### src/rtl/csm_pkg.sv
// csm_pkg: status codes, command record and sequencer states shared by the csm port logic
package csm_pkg;
  localparam logic [1:0] ERR_NONE    = 2'd0;
  localparam logic [1:0] ERR_BUSY    = 2'd1;
  localparam logic [1:0] ERR_ADDR    = 2'd2;
  localparam logic [1:0] ERR_TIMEOUT = 2'd3;
  typedef struct packed {
    logic       rw;
    logic [7:0] addr;
    logic [7:0] wdata;
    logic       lock;
    logic       unlock;
  } csm_cmd_t;
  typedef enum logic [2:0] {S_IDLE, S_ADDR, S_DATA, S_WAIT, S_REL} csm_state_t;
endpackage

### src/rtl/csm_cmd_fifo.sv
// csm_cmd_fifo: synchronous command FIFO with full/empty flags
module csm_cmd_fifo
  import csm_pkg::*;
#(
  parameter int DEPTH = 4
) (
  input  logic     clk,
  input  logic     reset,
  input  logic     push,
  input  logic     pop,
  input  csm_cmd_t din,
  output csm_cmd_t dout,
  output logic     full,
  output logic     empty
);
  localparam int AW = $clog2(DEPTH);
  csm_cmd_t mem [DEPTH];
  logic [AW-1:0] wp, rp;
  logic [AW:0] cnt;
  logic do_push, do_pop;
  assign full = cnt == (AW+1)'(DEPTH);
  assign empty = cnt == '0;
  assign dout = mem[rp];
  assign do_push = push && !full;
  assign do_pop = pop && !empty;
  always_ff @(posedge clk) begin
    if (reset) begin
      wp <= '0;
      rp <= '0;
      cnt <= '0;
    end else begin
      if (do_push) begin
        mem[wp] <= din;
        wp <= wp + 1'b1;
      end
      if (do_pop) rp <= rp + 1'b1;
      cnt <= cnt + (AW+1)'(do_push) - (AW+1)'(do_pop);
    end
  end
endmodule

### src/rtl/csm_port_master.sv
// csm_port_master: turns buffered client commands into csm address/data port transfers
module csm_port_master
  import csm_pkg::*;
#(
  parameter int DEPTH   = 4,
  parameter int TIMEOUT = 16
) (
  input  logic       clk,
  input  logic       reset,
  input  logic       cmd_valid,
  output logic       cmd_ready,
  input  logic       cmd_rw,
  input  logic [7:0] cmd_addr,
  input  logic [7:0] cmd_wdata,
  input  logic       cmd_lock,
  input  logic       cmd_unlock,
  output logic       rsp_valid,
  output logic [7:0] rsp_rdata,
  output logic [1:0] rsp_err,
  output logic       busy,
  output logic [7:0] csm_AD,
  output logic       csm_rw,
  output logic       csm_enable,
  output logic       csm_hold,
  output logic       csm_release,
  input  logic       csm_ack,
  input  logic [7:0] csm_out_data,
  input  logic [1:0] csm_err
);
  localparam int CW = $clog2(TIMEOUT) + 1;
  csm_state_t state;
  csm_cmd_t cmd_in, head;
  logic full, empty, pop, fin, got_lock, lock_active;
  logic w_rw, w_lock, w_unlock;
  logic [7:0] w_wdata;
  logic [CW-1:0] tmo_cnt;
  logic [1:0] fin_err;
  assign cmd_in = '{rw: cmd_rw, addr: cmd_addr, wdata: cmd_wdata, lock: cmd_lock, unlock: cmd_unlock};
  assign cmd_ready = !full;
  assign pop = state == S_IDLE && !empty;
  assign busy = state != S_IDLE || !empty;
  // an ack arriving on the last allowed cycle takes priority over the timeout
  assign fin = csm_ack || tmo_cnt == CW'(TIMEOUT - 1);
  assign fin_err = csm_ack ? csm_err : ERR_TIMEOUT;
  assign got_lock = lock_active || (w_lock && fin_err == ERR_NONE);
  csm_cmd_fifo #(.DEPTH(DEPTH)) u_fifo (
    .clk(clk), .reset(reset), .push(cmd_valid), .pop(pop),
    .din(cmd_in), .dout(head), .full(full), .empty(empty)
  );
  always_ff @(posedge clk) begin
    rsp_valid <= 1'b0;
    csm_release <= 1'b0;
    if (reset) begin
      state <= S_IDLE;
      {w_rw, w_wdata, w_lock, w_unlock} <= '0;
      lock_active <= 1'b0;
      tmo_cnt <= '0;
      rsp_rdata <= '0;
      rsp_err <= '0;
      csm_AD <= '0;
      csm_rw <= 1'b0;
      csm_enable <= 1'b0;
      csm_hold <= 1'b0;
    end else begin
      case (state)
        S_IDLE: if (!empty) begin
          state <= S_ADDR;
          {w_rw, w_wdata, w_lock, w_unlock} <= {head.rw, head.wdata, head.lock, head.unlock};
          csm_enable <= 1'b1;
          csm_AD <= head.addr;
          csm_rw <= head.rw;
          csm_hold <= lock_active || head.lock;
        end
        S_ADDR: begin
          state <= S_DATA;
          csm_AD <= w_rw ? 8'h00 : w_wdata;
          tmo_cnt <= '0;
        end
        S_DATA, S_WAIT: if (fin) begin
          state <= w_unlock ? S_REL : S_IDLE;
          rsp_valid <= 1'b1;
          rsp_rdata <= csm_ack && w_rw ? csm_out_data : 8'h00;
          rsp_err <= fin_err;
          csm_enable <= 1'b0;
          csm_AD <= '0;
          csm_rw <= 1'b0;
          csm_release <= w_unlock;
          lock_active <= !w_unlock && got_lock;
          csm_hold <= !w_unlock && got_lock;
        end else begin
          state <= S_WAIT;
          tmo_cnt <= tmo_cnt + 1'b1;
        end
        default: state <= S_IDLE;
      endcase
    end
  end
endmodule

### config.mk
export PLATFORM = sky130hd
export DESIGN_NAME = csm_port_master
export DESIGN_NICKNAME = d
export VERILOG_FILES = /design/src/rtl/csm_pkg.sv /design/src/rtl/csm_cmd_fifo.sv /design/src/rtl/csm_port_master.sv
export SDC_FILE = /design/constraint.sdc
export NUM_CORES = 1
export LEC_CHECK = 0
export CORE_MARGIN = 8
export CORE_UTILIZATION = 25
export CTS_CLUSTER_SIZE = 10
export DETAILED_ROUTE_END_ITERATION = 6
export SLEW_MARGIN = 20
export SYNTH_ARGS = -nofsm -noshare
export SYNTH_HDL_FRONTEND = slang
export SYNTH_SLANG_ARGS = --single-unit
export TNS_END_PERCENT = 100
### constraint.sdc
create_clock -name clk -period 2.35 [get_ports clk]
set_input_delay 0.3525 -clock clk [delete_from_list [all_inputs] [get_ports clk]]
set_output_delay 0.3525 -clock clk [all_outputs]
set_load 0.005 [all_outputs]
==> impl_metrics.yaml, run 1 <==
run_status:
  status: "finished clean"
yosys:
  synth-seq-cells: 128
  syn_avg_cell_area_um2: 15.0
  syn_nets: 373
  synthCells: 331
  seq_area_frac_synth: 0.668
  synth-edff-count: 76
  yosysUniqueCellTypes: 47
  syn_area_mm2: 0.00498
  synth_commonest_cells: "edfxtp_1, dfxtp_1, nand2_1"
  ys.flop_type: "edfxtp_1"
  synthTopCellsByArea: "edfxtp_1, dfxtp_1, mux4_2, a221oi_2, nand2_1"
  yosysTopAreaCellShare: 0.458
  synth_top_area_cell: "edfxtp_1"
  ys_warn_count: 0
  synthArstFlopShare: 0
  synth.most_common_cell: "edfxtp_1"
placed_design:
  portBuffers: 57
  place_inst: 652
  place_congestion: 0.750
  dp_hpwl_um: 7510
  post_dp_cell_area_mm2: 0.00595
  dp_slack_ps: 119
drt:
  wirelength_um: 10600
  ant_nets: 0
  route.detailed.drc: 0
  wl_per_cell_um: 15.5
  via_count: 2943
  first_iter_violations: 134
  routed_via_density: 4.30
  firstDrtPassIters: 4
floorplanning:
  num_rows: 51
  die_x_um: 157
  die_h_um: 157
  io_pins: 58
  fp.dieArea_mm2: 0.0247
  fp.coreArea_mm2: 0.0195
  start_util: 0.255
setup_path:
  ff2ff_setup_slack_ps: 120
  end_kind: "flop"
  r2r_cells: 10
  cp.arrival_ps: 2530
  reg2reg_to: "u_fifo.cnt[2]"
  crit_type: "flop to flop"
  critPathLaunchType: "flop"
  crit_path_start: "u_fifo.cnt[0]"
  regToRegStartpoint: "u_fifo.cnt[0]"
  crit_fanout: 4
  cp.required_ps: 2650
clocking:
  cts_tree: "yes"
  cts.sinks: 128
  cts_post_setup_buffers_inserted: 0
  cts_buffers: 17
  clk_latency_ps: 410
  cts_root_buffer: "clkbuf_16"
  clockBufferDepth: 2
  h-tree-depth: 4
  clkSlewWorstSetupHoldPaths_ps: 60
sta:
  fin_ws_ps: 115
  slew-limit-headroom: 0.605
  hold_violations: 0
  finClkSkew_ps: 8.31
  holdWs_ps: 467
  rsz0062_at_grt: "false"
  fmax_mhz: 447
  tightest_slew_ps: 591
  period_needed_ps: 2230
  fin_setup_tns_ps: 0
  maxSlewViolCount: 0
  finalSetupViolations: 0
  period_share: 0.951
finish:
  syn_to_final_growth_pct: 32.1
  multi_input_comb_area_mm2: 0.00154
  final_cells: 684
  ff_latch_area_mm2: 0.00332
  num_antenna_cells: 0
  nFillCells: 1914
  nets: 448
  drive_above_1_share: 0.215
  final_area_mm2: 0.00658
worst_hold_path:
  hp-start: "csm_hold"
  hold_path_class: "flop to flop"
  hold_end: "csm_hold"
  whs_path_depth: 2
global_routing:
  grt_remaining_overflow: 0
  grt_pass1_wl_um: 16700
  track_usage: 0.0906
  grt_start_max_net_pins: 21
  grt_pass1_vias: 3104
  antenna_found_initial: 0
power:
  p_switching_mw: 2.26
  p_leak_nw: 2.24
  power_frac_seq: 0.373
  p_clk_frac: 0.352
  power_per_cell_area_mw_per_mm2: 1180
  ir_drop_mv: 0.564
  internal-power_mw: 5.49
  p_sw_frac: 0.291
  combPwrFrac: 0.275
job:
  maxCapViolations: 0
## power by group through the flow
stage	sequential [mW]	clock, mW	combinational [mW]
after floorplan	2.88	0	1.50
after global placement	2.93	0	2.11
after detailed placement	2.94	0	2.15
after CTS	2.90	2.80	2.16
after global routing	2.93	2.88	2.36
final	2.89	2.73	2.13
## layout by cell type (no fill, tap or decap), types with 8 or more instances in the layout
master and count:
a22o_1 8, nand2_1 28, a21oi_1 18, mux4_2 18, clkbuf_16 17, ha_1 8
nor3_2 11, inv_1 8, edfxtp_1 76, clkdlybuf4s50_1 57, dfxtp_1 52, buf_4 10
a221oi_2 9, nor2_1 24
## through the flow
stage | total power [mW] | utilization
3_5_place_dp | 5.08 | 0.305
6_report | 7.75 | 0.337
3_3_place_gp | 5.03 | 0.305
5_1_grt | 8.17 | 0.337
2_1_floorplan | 4.39 | -
4_1_cts | 7.86 | 0.337
## flip-flops by register name (all words and copies together) (netlist names), named ones only
name         flops
tmo_cnt          5
csm_release      1
csm_rw           1
u_fifo.cnt       3
csm_hold         1
w_lock           1
rsp_err          2
csm_AD           8
u_fifo.mem      76
u_fifo.wp        2
csm_enable       1
state            3
rsp_rdata        8
rsp_valid        1
u_fifo.rp        2
w_wdata          8
lock_active      1
w_unlock         1
w_rw             1
## area by class of cell
type | count | share of cell area
Multi-Input combinational cell | 179 | 0.235
Timing Repair Buffer | 71 | 0.110
Clock buffer | 19 | 0.0658
Sequential cell | 128 | 0.505
Tap cell | 265 | 0.0504
Clock inverter | 13 | 0.0283
Inverter | 9 | 0.00514
## routing by layer
| layer | track usage | routed length [µm] |
|---|---|---|
| met5 | 0 | 0 |
| met4 | 0.0422 | 161 |
| met3 | 0.0329 | 751 |
| met2 | 0.143 | 4910 |
| met1 | 0.108 | 4770 |
## cells by family (layout without fill, tap and decap cells)
| group | Yosys count | after routing | share of synthesized area |
|---|---|---|---|
| AND/OR/NAND/NOR | 100 | 100 | 0.110 |
| multiplexers | 20 | 20 | 0.0887 |
| buffers and inverters | 24 | 112 | 0.0254 |
| AO/OA/AOI/OAI | 43 | 43 | 0.0716 |
| XOR/XNOR | 7 | 7 | 0.0123 |
| flip-flops | 128 | 128 | 0.668 |
| adder cells (fa/ha/maj) | 9 | 9 | 0.0241 |
## worst max path at each step
| stage | endpoint |
|---|---|
| after floorplan | u_fifo.cnt[2] |
| after global placement | u_fifo.cnt[2] |
| after detailed placement | u_fifo.cnt[2] |
| after CTS | u_fifo.cnt[2] |
| after global routing | u_fifo.cnt[2] |
| final | u_fifo.cnt[2] |
## what timing repair did
| item | CTS | global route |
|---|---|---|
| gates resized for setup | 1 | 0 |
| hold buffers | 0 | 0 |
| endpoints found under the setup margin | 1 | 0 |
## worst max-delay path, cell delays in order (launching register included)
cell and delay, ps:
dfxtp_1 340, or3_4 420, nand2_4 70, inv_2 30, ha_1 260, inv_1 40, ha_1 190, fa_1 380
xnor2_1 190, xnor2_1 140, nor2_1 50
Power figures use the tool's default switching activity.
==> inputs of run 2 (changes only) <==
- CELL_PAD_IN_SITES_DETAIL_PLACEMENT: not set -> 2
- CELL_PAD_IN_SITES_GLOBAL_PLACEMENT: not set -> 2
- CTS_BUF_LIST: not set -> sky130_fd_sc_hd__clkbuf_16
- PLACE_DENSITY_LB_ADDON: not set -> 0.1
==> run 2 against run 1 <==
Maximum frequency grew 0.94%. Clock-buffer cell count fell by 2. Final cell count unchanged. Wire length increased by 17%. Critical path depth unchanged. Largest power group unchanged. Cell area is 0.91% lower. Worst hold slack got worse by 180 ps. Register-to-register slack improved by 20 ps. Sequential share of layout area is 0.47 points higher. Critical endpoint unchanged.
==> impl_metrics.yaml, run 2 (synthesis results as in run 1) <==
run_status:
  status: "finished clean"
floorplanning:
  fp.coreArea_mm2: 0.0195
  start_util: 0.255
  die_h_um: 157
  io_pins: 58
  die_x_um: 157
  num_rows: 51
  fp.dieArea_mm2: 0.0247
drt:
  route.detailed.drc: 0
  firstDrtPassIters: 4
  via_count: 2953
  wirelength_um: 12400
  first_iter_violations: 68
  routed_via_density: 4.32
  wl_per_cell_um: 18.1
  ant_nets: 0
power:
  ir_drop_mv: 0.506
  combPwrFrac: 0.301
  power_per_cell_area_mw_per_mm2: 1170
  p_sw_frac: 0.315
  p_leak_nw: 2.20
  p_switching_mw: 2.40
  p_clk_frac: 0.319
  internal-power_mw: 5.21
  power_frac_seq: 0.381
  power.total_mw: 7.60
setup_path:
  cp.arrival_ps: 2510
  cp_common_cell: "ha_1"
  critPathLaunchType: "flop"
  worstPathCellList: "or3_4, nand2_4, inv_2, ha_1, inv_1, ha_1, fa_2, xnor2_2, xnor2_1, nor2_1"
  slowest_stage: "or3_4"
  crit_type: "flop to flop"
  cp.required_ps: 2640
  critPathBufInv: 2
  max_stage_delay_ps: 430
  worst_path_dominant_cell_family: "adder cells"
  end_kind: "flop"
  crit_fanout: 4
global_routing:
  grt_remaining_overflow: 0
  grt_busiest_layer: "met2"
  track_usage: 0.107
  met2_usage: 0.178
  groute.layer.met1.usage: 0.127
  grt_pass1_wl_um: 19500
  antenna_found_initial: 0
  grt_start_max_net_pins: 22
  use_met3: 0.0291
  grt_pass1_vias: 3332
sta:
  hold_violations: 0
  fin_ws_ps: 136
  fmax_mhz: 452
  finClkSkew_ps: 6.73
  finalSetupViolations: 0
  fin_setup_tns_ps: 0
  period_share: 0.942
  maxSlewViolCount: 0
  slew-limit-headroom: 0.545
  rsz0062_at_grt: "false"
  period_needed_ps: 2210
  tightest_slew_ps: 683
finish:
  finish.utilization: 0.334
  regMostFlops: "u_fifo.mem"
  drive_above_1_share: 0.229
  syn_to_final_growth_pct: 30.9
  num_antenna_cells: 0
  nets: 450
  layout_common_cells: "edfxtp_1, clkdlybuf4s50_1, dfxtp_1"
  nFillCells: 2045
  layout.cells.most_common: "edfxtp_1"
  final_cells: 684
  largest_reg_flops: 76
clocking:
  cts_root_buffer: "clkbuf_16"
  cts_buffers: 17
  cts_tree: "yes"
  clockBufferDepth: 2
  clk_latency_ps: 410
  clkSlewWorstSetupHoldPaths_ps: 60
  holdBufCountCts: 0
  h-tree-depth: 4
  cts.sinks: 128
job:
  maxCapViolations: 0
placed_design:
  dp_slack_ps: 104
  dp_hpwl_um: 8620
  place_inst: 654
  place_congestion: 0.678
  portBuffers: 57
worst_hold_path:
  hold_path_class: "primary input to flop"
[run 2: cell count changes in the layout (fill, tap and decap cells not counted), sizes merged]
cell and change:
clkbuf -2, inv +1, bufinv -3, buf +3
clkdlybuf4s50 -1, clkinv -4, clkinvlp +6
[run 2: worst paths after layout]
path	endpoint	slack [ps]	cells past startpoint	startpoint
setup / recovery	u_fifo.cnt[2]	140	10	u_fifo.cnt[0]
hold / removal	state[0]	290	2	reset
setup reg to reg	u_fifo.cnt[2]	140	10	u_fifo.cnt[0]
hold reg to reg	w_lock	460	2	w_lock
[run 2: worst register-to-register path: cells and delay by family (launching register included)]
kind                     cells  cell delay, ps
AND/OR/NAND/NOR              3             560
XOR/XNOR                     2             300
adder cells (fa/ha/maj)      3             840
buffers and inverters        2              70
flip-flops                   1             340
[run 2: repair_timing]
item / CTS / global route
gates resized for setup: 0 / 3
buffers inserted: 0 / 0
setup endpoints to repair: 0 / 9
[run 2: per-layer routing]
| metal | vias up | routed length, µm |
|---|---|---|
| met5 | - | 0 |
| met3 | 17 | 444 |
| met2 | 55 | 6110 |
| met4 | 0 | 201 |
| li1 | 1397 | - |
| met1 | 1484 | 5630 |
[run 2: power groups by stage]
stage	sequential (mW)	combinational (mW)	clock [mW]
global placement	2.94	2.30	0
detailed placement	2.95	2.30	0
floorplan	2.88	1.50	0
CTS	2.91	2.31	2.51
global route	2.94	2.54	2.60
finish	2.89	2.29	2.42
[run 2: area by class of cell]
type	count	area, µm²	share of cell area
clock inverter	13	116	0.0179
timing repair buffer	73	736	0.113
clock buffer	17	425	0.0653
tap	265	332	0.0509
sequential	128	3320	0.510
multi-input combinational	179	1550	0.238
inverter	9	33.8	0.00518
[run 2: through the flow]
step | hold WS (ps) | area, µm²
5_1_grt | 322 | 6520
3_5_place_dp | 456 | 5960
4_1_cts | 282 | 6500
2_1_floorplan | 432 | 4990
6_report | 288 | 6520
3_3_place_gp | 455 | 5960
